`src/rtl/pc_pkg.sv`:
```
// ---------------------------------------------------------------------------
// pc_pkg
// Shared definitions for the next-PC unit of the multicycle MIPS datapath:
// FSM state encoding, default reset/exception vectors, the canonical
// candidate-source indices and a small alignment helper.
// ---------------------------------------------------------------------------
package pc_pkg;

    typedef enum logic {
        PC_IDLE    = 1'b0,
        PC_PENDING = 1'b1
    } pc_state_e;

    localparam logic [31:0] PC_RESET_VECTOR = 32'h0000_0000;
    localparam logic [31:0] PC_EXC_VECTOR   = 32'h0000_00FF;

    localparam int SRC_PC4    = 0;
    localparam int SRC_ALU    = 1;
    localparam int SRC_EPC    = 2;
    localparam int SRC_MDR    = 3;
    localparam int SRC_ALUOUT = 4;
    localparam int SRC_JUMP   = 5;
    localparam int SRC_REGA   = 7;

    // Instruction addresses must be word aligned.
    function automatic logic isMisaligned(input logic [1:0] addrLsbs);
        return addrLsbs != 2'b00;
    endfunction

endpackage

```
`src/rtl/pc_source_unit_if.sv`:
```
// ---------------------------------------------------------------------------
// pc_source_unit_if
// Bundles the datapath-facing signals of the next-PC unit.
//   master : drives the candidate sources and control, observes the PC state
//   slave  : the PC unit itself
// Signals:
//   src_data       packed candidate addresses, source i = [i*WIDTH +: WIDTH]
//   src_sel        candidate index
//   pc_write       unconditional update request
//   pc_write_cond  conditional update request, qualified by branch_taken
//   exc_req        external exception request
//   stall          fetch stalled, PC must not move
//   pc_out         current PC
//   epc_out        PC captured at the last exception or fault
//   misaligned     one-cycle pulse on alignment fault
//   sel_error      one-cycle pulse on out-of-range select
//   pending        redirect buffered
// ---------------------------------------------------------------------------
interface pc_source_unit_if #(
    parameter int WIDTH   = 32,
    parameter int NUM_SRC = 8,
    parameter int SEL_W   = $clog2(NUM_SRC)
);

    logic [NUM_SRC*WIDTH-1:0] src_data;
    logic [SEL_W-1:0]         src_sel;
    logic                     pc_write;
    logic                     pc_write_cond;
    logic                     branch_taken;
    logic                     exc_req;
    logic                     stall;
    logic [WIDTH-1:0]         pc_out;
    logic [WIDTH-1:0]         epc_out;
    logic                     misaligned;
    logic                     sel_error;
    logic                     pending;

    modport master (
        output src_data, src_sel, pc_write, pc_write_cond, branch_taken,
               exc_req, stall,
        input  pc_out, epc_out, misaligned, sel_error, pending
    );

    modport slave (
        input  src_data, src_sel, pc_write, pc_write_cond, branch_taken,
               exc_req, stall,
        output pc_out, epc_out, misaligned, sel_error, pending
    );

endinterface

```
`src/rtl/pc_src_select.sv`:
```
// ---------------------------------------------------------------------------
// pc_src_select
// Purely combinational N:1 selector over a packed bus of candidate
// addresses.
// Ports:
//   src_data_i  packed candidates, source i = [i*WIDTH +: WIDTH]
//   src_sel_i   candidate index
//   target_o    selected candidate, zero when the index is out of range
//   in_range_o  high when src_sel_i < NUM_SRC
// ---------------------------------------------------------------------------
module pc_src_select #(
    parameter int WIDTH   = 32,
    parameter int NUM_SRC = 8,
    parameter int SEL_W   = $clog2(NUM_SRC)
) (
    input  logic [NUM_SRC*WIDTH-1:0] src_data_i,
    input  logic [SEL_W-1:0]         src_sel_i,
    output logic [WIDTH-1:0]         target_o,
    output logic                     in_range_o
);

    // An out-of-range index yields zero so it can never look misaligned;
    // the select error then takes over in the priority chain.
    always_comb begin
        target_o   = '0;
        in_range_o = 1'b0;
        for (int i = 0; i < NUM_SRC; i++) begin
            if (src_sel_i == SEL_W'(i)) begin
                target_o   = src_data_i[i*WIDTH +: WIDTH];
                in_range_o = 1'b1;
            end
        end
    end

endmodule

```
`src/rtl/pc_source_unit.sv`:
```
// ---------------------------------------------------------------------------
// pc_source_unit
// Registered next-PC unit: selects a candidate address, qualifies the write
// with unconditional/conditional-branch control, redirects on exceptions and
// alignment faults, and buffers one redirect while fetch is stalled.
// Ports:
//   clk    rising-edge clock
//   reset  asynchronous, active-low
//   bus    pc_source_unit_if.slave (sources, control, PC/EPC and status)
// ---------------------------------------------------------------------------
module pc_source_unit
    import pc_pkg::*;
#(
    parameter int               WIDTH        = 32,
    parameter int               NUM_SRC      = 8,
    parameter int               SEL_W        = $clog2(NUM_SRC),
    parameter logic [WIDTH-1:0] RESET_VECTOR = WIDTH'(PC_RESET_VECTOR),
    parameter logic [WIDTH-1:0] EXC_VECTOR   = WIDTH'(PC_EXC_VECTOR)
) (
    input  logic            clk,
    input  logic            reset,
    pc_source_unit_if.slave bus
);

    logic [WIDTH-1:0] target;
    logic             inRange;
    logic             req;
    logic             alignFault;
    logic             selFault;
    logic             takeExc;

    pc_state_e        state_q, state_d;
    logic [WIDTH-1:0] pc_q, pc_d;
    logic [WIDTH-1:0] epc_q, epc_d;
    logic [WIDTH-1:0] buf_q, buf_d;
    logic             mis_q, mis_d;
    logic             selerr_q, selerr_d;

    pc_src_select #(
        .WIDTH   (WIDTH),
        .NUM_SRC (NUM_SRC),
        .SEL_W   (SEL_W)
    ) u_select (
        .src_data_i (bus.src_data),
        .src_sel_i  (bus.src_sel),
        .target_o   (target),
        .in_range_o (inRange)
    );

    // Both write requests share one target, so they collapse into one req.
    // Fault terms are already masked by higher-priority events.
    always_comb begin
        req        = bus.pc_write | (bus.pc_write_cond & bus.branch_taken);
        alignFault = req & isMisaligned(target[1:0]) & ~bus.exc_req;
        selFault   = req & ~inRange & ~bus.exc_req & ~alignFault;
        takeExc    = bus.exc_req | alignFault;
    end

    // FSM state register
    always_ff @(posedge clk or negedge reset) begin
        if (!reset) begin
            state_q <= PC_IDLE;
        end else begin
            state_q <= state_d;
        end
    end

    // FSM next state; a select error leaves any buffered redirect untouched
    always_comb begin
        state_d = state_q;
        if (takeExc) begin
            state_d = PC_IDLE;
        end else if (selFault) begin
            state_d = state_q;
        end else if (req) begin
            state_d = bus.stall ? PC_PENDING : PC_IDLE;
        end else if (!bus.stall) begin
            state_d = PC_IDLE;
        end
    end

    // FSM outputs
    always_comb begin
        bus.pending = (state_q == PC_PENDING);
    end

    // Datapath next values. Exceptions and alignment faults ignore stall;
    // the buffer is only meaningful while the FSM is in PENDING.
    always_comb begin
        pc_d     = pc_q;
        epc_d    = epc_q;
        buf_d    = buf_q;
        mis_d    = 1'b0;
        selerr_d = 1'b0;
        if (takeExc) begin
            pc_d  = EXC_VECTOR;
            epc_d = pc_q;
            mis_d = alignFault;
        end else if (selFault) begin
            selerr_d = 1'b1;
        end else if (req) begin
            if (bus.stall) begin
                buf_d = target;
            end else begin
                pc_d = target;
            end
        end else if ((state_q == PC_PENDING) && !bus.stall) begin
            pc_d = buf_q;
        end
    end

    // Datapath registers
    always_ff @(posedge clk or negedge reset) begin
        if (!reset) begin
            pc_q     <= RESET_VECTOR;
            epc_q    <= '0;
            buf_q    <= '0;
            mis_q    <= 1'b0;
            selerr_q <= 1'b0;
        end else begin
            pc_q     <= pc_d;
            epc_q    <= epc_d;
            buf_q    <= buf_d;
            mis_q    <= mis_d;
            selerr_q <= selerr_d;
        end
    end

    always_comb begin
        bus.pc_out     = pc_q;
        bus.epc_out    = epc_q;
        bus.misaligned = mis_q;
        bus.sel_error  = selerr_q;
    end

endmodule

```
`src/flat_wrapper.sv`:
```
// flat-port wrapper written by rule: the top's interface ports become plain ports
module pc_source_unit_flat import pc_pkg::*;
#(
    parameter int               WIDTH        = 32,
    parameter int               NUM_SRC      = 8,
    parameter int               SEL_W        = $clog2(NUM_SRC),
    parameter logic [WIDTH-1:0] RESET_VECTOR = WIDTH'(PC_RESET_VECTOR),
    parameter logic [WIDTH-1:0] EXC_VECTOR   = WIDTH'(PC_EXC_VECTOR)
)
  (clk, reset, bus_src_data, bus_src_sel, bus_pc_write, bus_pc_write_cond, bus_branch_taken, bus_exc_req, bus_stall, bus_pc_out, bus_epc_out, bus_misaligned, bus_sel_error, bus_pending);
  pc_source_unit_if #(.WIDTH(WIDTH), .NUM_SRC(NUM_SRC), .SEL_W(SEL_W)) bus_i ();
  input  logic clk;
  input  logic reset;
  input wire logic [$bits(bus_i.src_data)-1:0] bus_src_data;
  input wire logic [$bits(bus_i.src_sel)-1:0] bus_src_sel;
  input wire logic [$bits(bus_i.pc_write)-1:0] bus_pc_write;
  input wire logic [$bits(bus_i.pc_write_cond)-1:0] bus_pc_write_cond;
  input wire logic [$bits(bus_i.branch_taken)-1:0] bus_branch_taken;
  input wire logic [$bits(bus_i.exc_req)-1:0] bus_exc_req;
  input wire logic [$bits(bus_i.stall)-1:0] bus_stall;
  output wire logic [$bits(bus_i.pc_out)-1:0] bus_pc_out;
  output wire logic [$bits(bus_i.epc_out)-1:0] bus_epc_out;
  output wire logic [$bits(bus_i.misaligned)-1:0] bus_misaligned;
  output wire logic [$bits(bus_i.sel_error)-1:0] bus_sel_error;
  output wire logic [$bits(bus_i.pending)-1:0] bus_pending;
  assign bus_i.src_data = bus_src_data;
  assign bus_i.src_sel = bus_src_sel;
  assign bus_i.pc_write = bus_pc_write;
  assign bus_i.pc_write_cond = bus_pc_write_cond;
  assign bus_i.branch_taken = bus_branch_taken;
  assign bus_i.exc_req = bus_exc_req;
  assign bus_i.stall = bus_stall;
  assign bus_pc_out = bus_i.pc_out;
  assign bus_epc_out = bus_i.epc_out;
  assign bus_misaligned = bus_i.misaligned;
  assign bus_sel_error = bus_i.sel_error;
  assign bus_pending = bus_i.pending;
  pc_source_unit #(.WIDTH(WIDTH), .NUM_SRC(NUM_SRC), .SEL_W(SEL_W), .RESET_VECTOR(RESET_VECTOR), .EXC_VECTOR(EXC_VECTOR)) u_core (.clk(clk), .reset(reset), .bus(bus_i));
endmodule
```
`config.mk`:
```
export PLATFORM = sky130hd
export DESIGN_NAME = pc_source_unit_flat
export DESIGN_NICKNAME = d
export VERILOG_FILES = /design/src/rtl/pc_pkg.sv /design/src/rtl/pc_source_unit_if.sv /design/src/rtl/pc_src_select.sv /design/src/rtl/pc_source_unit.sv /design/src/flat_wrapper.sv
export SDC_FILE = /design/constraint.sdc
export NUM_CORES = 1
export LEC_CHECK = 0
export ABC_AREA = 0
export CORE_ASPECT_RATIO = 2
export CORE_MARGIN = 10
export CORE_UTILIZATION = 35
export CTS_BUF_LIST = sky130_fd_sc_hd__clkbuf_8 sky130_fd_sc_hd__clkbuf_16
export DETAILED_ROUTE_END_ITERATION = 16
export PLACE_DENSITY_LB_ADDON = 0.25
export SETUP_SLACK_MARGIN = 0.2
export SLEW_MARGIN = 20
export SYNTH_ARGS = -nofsm -noshare
export SYNTH_HDL_FRONTEND = slang
export SYNTH_SLANG_ARGS = --single-unit
```
`constraint.sdc`:
```
create_clock -name clk -period 1.1 [get_ports clk]
set_input_delay 0.11 -clock clk [delete_from_list [all_inputs] [get_ports clk]]
set_output_delay 0.11 -clock clk [all_outputs]
set_load 0.01 [all_outputs]
```
==> results.toml <==
[clock_tree]
clockRootBuffer = "clkbuf_16"
cts_buffers = 9
h-tree-depth = 3
path_clk_slew_ns = 0.07
clk_latency_ns = 0.34
cts_tree = "built"
cts_sinks = 99
cts_buffer_depth = 2

[finish]
fillCellCount = 1167
regArea_um2 = 2480
multi_input_area_um2 = 3820
fin_cells = 1189
num-nets-final = 1241
area_delta_synth_final_pct = 96.3
layout-drive-gt1-share = 0.428

[drt]
drt_iter0_drc = 305
vias_per_cell = 5.21
ant_nets = 0
dr.pass1.iters = 4
drc = 0
drt-total-wl_um = 27300
wire_per_inst_um = 22.9
vias = 6189

[place]
dp_hpwl_um = 21000
pre_cts_slack_ns = -1.42
gp_congestion = 0.907
numPortBuffers = 332
dpl.cell_count = 1097

[power]
netSwitchingFraction = 0.279
p_total_mw = 11.5
p_int_mw = 8.32
combPwrFrac = 0.347
max-vdd-ir-drop_mv = 0.729
leakage_nw = 5.26
power_frac_seq = 0.383
p_per_area_nw_per_um2 = 999
power_frac_clock = 0.270
p_sw_mw = 3.23

[sta]
fmax_mhz = 589
fin_tns_setup_ns = -37.58
slew_viol_final = 0
rsz0062_at_grt = "true"
slew_headroom = 0.650
worst_pin_slew_ns = 0.524
min_period_ns = 1.70
clock_skew_ns = 0.00427
final_hold_viol_count = 0
layout_setup_ws_ns = -0.598
finalSetupViolCount = 98
period_share = 1.54

[floorplan]
die_width_um = 112
initial_utilization = 0.353
io-pin-count = 333
rows = 67
die_height_um = 203
dieArea_um2 = 22700
core_um2 = 16700

[global_route]
grt_max_degree = 46
gr-usage-all-layers = 0.211
antenna_found_initial = 4
grt_pass1_vias = 6740
grt_pass1_wl_um = 38200
grt-ovfl-total = 0

[yosys]
synth_area_um2 = 5890
ys_async_sr_fraction = 1.00
synthCells = 540
synth_edf_count = 0
ys_seq_area_frac = 0.421
yosys_warnings = 0
synth_flop_cell = "dfrtp_1"
ys_types = 48
avgSynthCellArea_um2 = 10.9
ys_seq_elements = 99
syn-num-nets = 806

[critical_path]
reg2reg_from = "u_core.bus.pending"
required_ns = 1.33
r2r_setup_slack_ns = -0.60
critPathKind = "flip-flop to flip-flop"
crit_path_end_kind = "flip-flop"
startpoint_type = "flip-flop"
crit_fanout = 7
r2r-end = "u_core.bus.pc_out[13]"
r2r_cells = 9
critPathArrivalTime_ns = 1.93

[job]
maxCapViolations = 0

[hold_path]
hold_path_class = "input pin to asynchronous set/reset pin"

[outcome]
status = "finished with violations"
violations = "negative setup slack"
flip-flops by register name, indices dropped and copies added, names as in the netlist:
signal                 flops
u_core.bus.pc_out         32
u_core.bus.misaligned      1
u_core.bus.sel_error       1
u_core.bus.pending         1
u_core.bus.epc_out        32
u_core.buf_q              32
logic make-up (layout without fill, tap and decap cells):
group | after synthesis | in the layout | share of synthesized area
AO/OA/AOI/OAI | 158 | 158 | 0.183
AND/OR/NAND/NOR | 123 | 123 | 0.0865
multiplexers | 108 | 108 | 0.263
flip-flops | 99 | 99 | 0.421
buffers and inverters | 51 | 489 | 0.0461
other | 1 | 5 | 0.000637
per-stage QoR:
stage / instance area [µm²] / hold WS (ns) / util
2_1_floorplan: 6130 / -0.186 / -
3_3_place_gp: 10000 / 0.0382 / 0.600
3_5_place_dp: 10000 / 0.0391 / 0.600
4_1_cts: 10600 / 0.227 / 0.636
5_1_grt: 11600 / 0.255 / 0.693
6_report: 11600 / 0.227 / 0.693
critical path, cell delays in order, from the launching register on:
cell     delay [ns]
dfrtp_1        0.42
buf_6          0.14
and2_4         0.13
a31oi_4        0.15
buf_6          0.14
nor3_4         0.05
buf_4          0.13
buf_6          0.12
buf_16         0.13
a22o_1         0.17
cells in the mapped netlist, types with 2 or more instances:
master,number,area share
a211oi_1,2,0.0025
a21oi_1,41,0.035
nor2b_1,3,0.0032
nand2_1,76,0.048
buf_6,3,0.0057
buf_1,4,0.0025
buf_4,3,0.0038
mux4_1,4,0.018
a2bb2oi_1,8,0.012
a221oi_1,18,0.027
mux2_1,2,0.0038
o221ai_1,2,0.0030
a22oi_1,4,0.0051
a221o_1,5,0.0085
clkbuf_1,13,0.0083
and2_0,4,0.0042
nor3_1,3,0.0025
a22o_1,24,0.036
nor2_1,28,0.018
buf_2,23,0.020
mux2i_1,14,0.024
mux2_2,62,0.12
and2_1,4,0.0042
mux4_2,26,0.099
inv_1,2,0.0013
dfrtp_1,99,0.42
o21ai_0,41,0.035
a31oi_1,2,0.0021
cell type report:
cell class                      instances  share of cell area
Timing Repair Buffer                  472               0.406
Multi-Input combinational cell        390               0.330
Sequential cell                        99               0.214
Tap cell                              207              0.0224
Clock buffer                           10              0.0207
Clock inverter                          4             0.00455
Inverter                                3            0.000974
Antenna cell                            4            0.000866
timing repair:
action,in CTS,in global routing
resized for setup,149,365
cloned,5,9
endpoints found under the hold margin,26,0
hold buffers,1,0
buffers inserted,14,45
pin swaps,18,43
setup endpoints to repair,165,165
how the worst max path moves through the flow:
stage	endpoint	slack, ns	from
floorplan	u_core.buf_q[2]	-0.51	bus_src_sel[0]
global placement	u_core.bus.pc_out[16]	-1.33	bus_src_sel[2]
detailed placement	u_core.bus.pc_out[13]	-1.42	bus_src_sel[2]
finish	u_core.bus.pc_out[13]	-0.60	u_core.bus.pending
CTS	u_core.bus.pc_out[26]	-0.54	u_core.bus.pending
global route	u_core.bus.pc_out[26]	-0.61	u_core.bus.pending
metal layers:
layer,share of wire,vias up,GRT usage
li1,-,2912,-
met1,0.33,2971,0.197
met2,0.57,253,0.405
met3,0.066,53,0.0633
met4,0.038,0,0.0969
met5,0,-,0
power by group through the flow:
stage	Sequential (mW)	Clock [mW]	Combinational [mW]
2_1_floorplan	4.38	0	1.48
3_3_place_gp	4.36	0	3.21
3_5_place_dp	4.39	0	3.28
4_1_cts	4.33	3.15	3.46
5_1_grt	4.45	3.30	4.28
6_report	4.42	3.11	4.01
layout by cell type (no fill, tap or decap), drive strengths merged, types with 3 or more instances in the layout:
cell and n:
and2 8, a21oi 42, clkinvlp 3, nor2 28, clkdlybuf4s50 221, o21ai 41
nand2 76, buf 206, a221o 5, diode 4, mux2 64, a221oi 19
nor2b 3, clkdlybuf4s15 6, mux2i 14, mux4 30, a22oi 4, a22o 24
clkbuf 22, a2bb2oi 8, nor3 4, dlymetal6s2s 24, inv 3, dfrtp 99
Note: power is estimated with default switching activity, not from simulation.
